## src/rtl/bgr_word_to_gray.sv

```systemverilog
// Packed 24-bit BGR word stream to 8-bit gray samples: re-aligns 3 input words
// into 4 pixels and emits floor((B+G+R)/3) through a one-entry holding register.
module bgr_word_to_gray #(
    parameter int PIXELS_PER_FRAME = 518400,
    parameter int CNT_W            = 20
) (
    input  logic        clk,
    input  logic        reset,
    input  logic [31:0] in_dout,
    input  logic        in_empty,
    output logic        in_rd_en,
    output logic [7:0]  out_din,
    input  logic        out_full,
    output logic        out_wr_en,
    output logic        frame_done,
    output logic [1:0]  dbg_state
);

    typedef enum logic [1:0] {PH0, PH1, PH2, PH2B} phase_t;

    localparam logic [CNT_W-1:0] LAST_PIX = CNT_W'(PIXELS_PER_FRAME - 1);

    // Handshake: a sample transfers on every cycle out_wr_en=1; an input word
    // is consumed on every cycle in_rd_en=1 (show-ahead head word in_dout).
    phase_t           state_q, state_d;
    logic [23:0]      carry_q, carry_d;
    logic [7:0]       gray_q, gray_d;
    logic             valid_q, valid_d;
    logic [CNT_W-1:0] cnt_q, cnt_d;

    logic        room;
    logic        load;
    logic [7:0]  pix_b, pix_g, pix_r;
    logic [9:0]  sum;
    logic [20:0] prod;

    // State register
    always_ff @(posedge clk or negedge reset) begin
        if (!reset) begin
            state_q <= PH0;
        end else begin
            state_q <= state_d;
        end
    end

    // Next-state logic: the phase only advances when a pixel is loaded.
    always_comb begin
        state_d = state_q;
        if (load) begin
            case (state_q)
                PH0:     state_d = PH1;
                PH1:     state_d = PH2;
                PH2:     state_d = PH2B;
                default: state_d = PH0;
            endcase
        end
    end

    // Output / datapath logic. Room depends only on valid_q and out_full,
    // keeping in_empty off the out_wr_en path.
    always_comb begin
        out_wr_en = valid_q & ~out_full;
        room      = ~valid_q | out_wr_en;
        in_rd_en  = (state_q != PH2B) & ~in_empty & room;
        load      = in_rd_en | ((state_q == PH2B) & room);
        carry_d   = carry_q;
        pix_b     = 8'd0;
        pix_g     = 8'd0;
        pix_r     = 8'd0;
        case (state_q)
            PH0: begin
                pix_b = in_dout[7:0];
                pix_g = in_dout[15:8];
                pix_r = in_dout[23:16];
                if (in_rd_en) carry_d[7:0] = in_dout[31:24];
            end
            PH1: begin
                pix_b = carry_q[7:0];
                pix_g = in_dout[7:0];
                pix_r = in_dout[15:8];
                if (in_rd_en) carry_d[15:0] = in_dout[31:16];
            end
            PH2: begin
                pix_b = carry_q[7:0];
                pix_g = carry_q[15:8];
                pix_r = in_dout[7:0];
                if (in_rd_en) carry_d = in_dout[31:8];
            end
            default: begin
                pix_b = carry_q[7:0];
                pix_g = carry_q[15:8];
                pix_r = carry_q[23:16];
            end
        endcase
        // (sum*683)>>11 equals floor(sum/3) for every sum in 0..765.
        sum    = {2'b00, pix_b} + {2'b00, pix_g} + {2'b00, pix_r};
        prod   = 21'(sum) * 21'd683;
        gray_d = load ? prod[18:11] : gray_q;
        if (load)           valid_d = 1'b1;
        else if (out_wr_en) valid_d = 1'b0;
        else                valid_d = valid_q;
        frame_done = out_wr_en & (cnt_q == LAST_PIX);
        if (frame_done)     cnt_d = '0;
        else if (out_wr_en) cnt_d = cnt_q + 1'b1;
        else                cnt_d = cnt_q;
        out_din   = gray_q;
        dbg_state = state_q;
    end

    always_ff @(posedge clk or negedge reset) begin
        if (!reset) begin
            carry_q <= '0;
            gray_q  <= '0;
            valid_q <= 1'b0;
            cnt_q   <= '0;
        end else begin
            carry_q <= carry_d;
            gray_q  <= gray_d;
            valid_q <= valid_d;
            cnt_q   <= cnt_d;
        end
    end

endmodule
```

## config.mk

```make
export PLATFORM = sky130hd
export DESIGN_NAME = bgr_word_to_gray
export DESIGN_NICKNAME = d
export VERILOG_FILES = /design/src/rtl/bgr_word_to_gray.sv
export SDC_FILE = /design/constraint.sdc
export NUM_CORES = 1
export LEC_CHECK = 0
export CAP_MARGIN = 20
export CORE_AREA = 2 2 102 104
export CTS_CLUSTER_DIAMETER = 30
export CTS_CLUSTER_SIZE = 28
export DETAILED_ROUTE_END_ITERATION = 12
export DIE_AREA = 0 0 104 106
export PLACE_DENSITY = 0.83
export SLEW_MARGIN = 20
export SYNTH_ARGS = -nofsm -noshare
export SYNTH_HDL_FRONTEND = slang
export SYNTH_SLANG_ARGS = --single-unit
export TNS_END_PERCENT = 5
```

## constraint.sdc

```tcl
create_clock -name clk -period 6.7 [get_ports clk]
set_input_delay 0.67 -clock clk [delete_from_list [all_inputs] [get_ports clk]]
set_output_delay 0.67 -clock clk [all_outputs]
set_load 0.02 [all_outputs]
```

==> impl_metrics.yaml <==
timing:
  finalSetupTns_ps: -764
  clock.fmax_mhz: 145
  worst_pin_slew_ps: 805
  slew_headroom: 0.461
  setup_viol: 7
  setup_ws_ps: -213
  timing_hold_violations_final: 0
  period_needed_ps: 6910
  finalCritPeriodShare: 1.03
  maxSlewViolCount: 0
  rsz0062_at_grt: "true"
  skew_ps: 7.86
critical_path:
  cp.arrival_ps: 7110
  start_kind: "register"
  crit_type: "register to register"
  worstPathRequired_ps: 6890
  cpMaxStageDelayCell: "fa_1"
  worst-path-max-fanout: 5
  cp_common_cell: "ha_4"
  crit_path_end_kind: "register"
  cp_slowest_stage_delay_ps: 580
finish:
  final_common_cell: "buf_4"
  final_cell_mix: "buf_4, nand2_1, dfrtp_1"
  fin_area_um2: 7080
  multi_input_area_um2: 4060
  nets: 817
  area_growth_pct: 37.4
  regArea_um2: 1380
  n_antenna_cell: 0
  drive_above_1_share: 0.263
  fillers: 676
cts:
  ctsHoldBuffers: 0
  root_buffer: "clkbuf_8"
  clock-sinks: 55
  h-tree-depth: 2
  clkTransAtPathRegs_ps: 110
  clock_latency_ps: 320
  numCtsBuffers: 5
  cts_tree: "done"
  cts_buffer_depth: 2
floorplanning:
  coreArea_um2: 10000
  dieArea_um2: 11000
  die_h_um: 106
  io_pins: 49
  dieWidth_um: 104
  initial_core_util: 0.515
  row_count: 37
global_routing:
  antenna_found_initial: 0
  grt_pass1_wl_um: 21800
  grt_pass1_vias: 4781
  track_usage: 0.241
  gr-total-overflow: 0
  grt_max_degree: 56
synth:
  yosys.area_share.xor_xnor: 0.0544
  ys_seq_area_frac: 0.267
  ys_types: 49
  synth_edf_count: 0
  syn-num-nets: 692
  synth_simple_gate_area_frac: 0.129
  synth-adder-area-share: 0.289
  synth-seq-cells: 55
  synth-warning-count: 0
  async_flop_share: 1.00
  synthMuxAreaShare: 0.0532
  synth_top_family_by_area: "adder cells"
  synthFlopType: "dfrtp_1"
  avgSynthCellArea_um2: 9.28
  synth_compound_area_frac: 0.153
  syn_area_um2: 5150
  syn_inst: 555
placement:
  port_buffers: 48
  place_area_um2: 6340
  gp_congestion: 0.909
  hpwl_um: 10400
route:
  wl_per_cell_um: 19.5
  firstDrtPassIters: 7
  postRouteAntennaNets: 0
  wl_um: 15900
  viasPerCell: 5.97
  dr.first_iter.drc_count: 518
  vias: 4876
  post-route-drc-count: 0
outcome:
  violations: "setup timing"
  outcome: "complete, but fails checks"
hold_path:
  min_path_type: "input pin to asynchronous set/reset pin"
flow_run:
  max_cap_viol_count: 0
## worst paths after layout
check | start | end | slack [ps] | depth (start not counted)
worst max-delay path | dbg_state[0] | out_din[1] | -210 | 26
min in group clk | cnt_q[19] | cnt_q[19] | 490 | 1
worst min-delay path | reset | carry_q[5] | 460 | 2
max in group asynchronous | reset | dbg_state[1] | 5720 | 2
worst min register to register | cnt_q[19] | cnt_q[19] | 490 | 1
worst max register to register | dbg_state[0] | out_din[1] | -210 | 26
## cells in the mapped netlist, drive strengths merged (2+ instances only)
| cell | count | area, um^2 |
|---|---|---|
| ha | 71 | 888 |
| dfrtp | 55 | 1380 |
| inv | 54 | 203 |
| nand2 | 53 | 199 |
| o21ai | 52 | 260 |
| nor2 | 39 | 146 |
| a21oi | 30 | 150 |
| fa | 30 | 601 |
| xnor2 | 23 | 201 |
| mux2i | 15 | 150 |
| mux2 | 11 | 124 |
| buf | 9 | 40.0 |
| clkbuf | 9 | 33.8 |
| nor2b | 9 | 56.3 |
| xor2 | 9 | 78.8 |
| a222oi | 8 | 80.1 |
| a22oi | 8 | 60.1 |
| a21o | 7 | 52.6 |
| nand4 | 7 | 43.8 |
| nor3 | 7 | 45.0 |
| nand3 | 6 | 30.0 |
| o21a | 6 | 45.0 |
| a211oi | 5 | 52.6 |
| and3 | 4 | 25.0 |
| nand2b | 3 | 18.8 |
| or2 | 3 | 18.8 |
| or3 | 3 | 18.8 |
| and4 | 2 | 17.5 |
| nand4b | 2 | 17.5 |
| o211ai | 2 | 15.0 |
| o31ai | 2 | 15.0 |
## state kept, by name, summed over array words and instances (netlist names)
| name | flops |
|---|---|
| carry_q | 24 |
| cnt_q | 20 |
| dbg_state | 2 |
| out_din | 8 |
| valid_q | 1 |
## timing repair
item | CTS | global route
setup buffers | 4 | 10
resized for setup | 26 | 57
endpoints found under the hold margin | 0 | 0
gates cloned | 1 | 0
endpoints found under the setup margin | 8 | 8
pin swaps | 29 | 43
## logic make-up after synthesis
| group | Yosys count |
|---|---|
| AND/OR/NAND/NOR | 142 |
| flip-flops | 55 |
| multiplexers | 26 |
| XOR/XNOR | 32 |
| buffers and inverters | 72 |
| adder cells (fa/ha/maj) | 101 |
| AO/OA/AOI/OAI | 127 |
## per-stage QoR
step                 util  hold slack [ps]  cells  setup WS, ps
global route        0.708              518    817          -347
floorplan               -              374    555         -1.70
detailed placement  0.634              468    794          -482
global placement    0.634              461    794          -262
CTS                 0.660              489    807         -37.6
finish              0.708              461    817          -213
## cell type report
type,count,area share
clock buffer,6,0.0117
clock inverter,2,0.00283
inverter,54,0.0293
multi-input combinational,428,0.573
sequential,55,0.195
tap,136,0.0240
timing repair buffer,136,0.164
## per-layer routing
metal / track usage / wire length, um
met3: 0.0202 / 1050
met5: 0 / 0
met4: 0.0772 / 463
met1: 0.306 / 5960
met2: 0.437 / 8460
## worst max-delay path, delay by kind of cell, from the launching register on
family / cells / cell delay, ps
buf+inv: 3 / 300
flops: 1 / 450
simple gates: 2 / 200
fa+ha+maj: 9 / 3300
xor+xnor: 1 / 270
mux: 1 / 330
compound gates: 10 / 1960
Power is not shown: default switching activity piles up to over one toggle a cycle in this logic, so the estimate is an artifact.
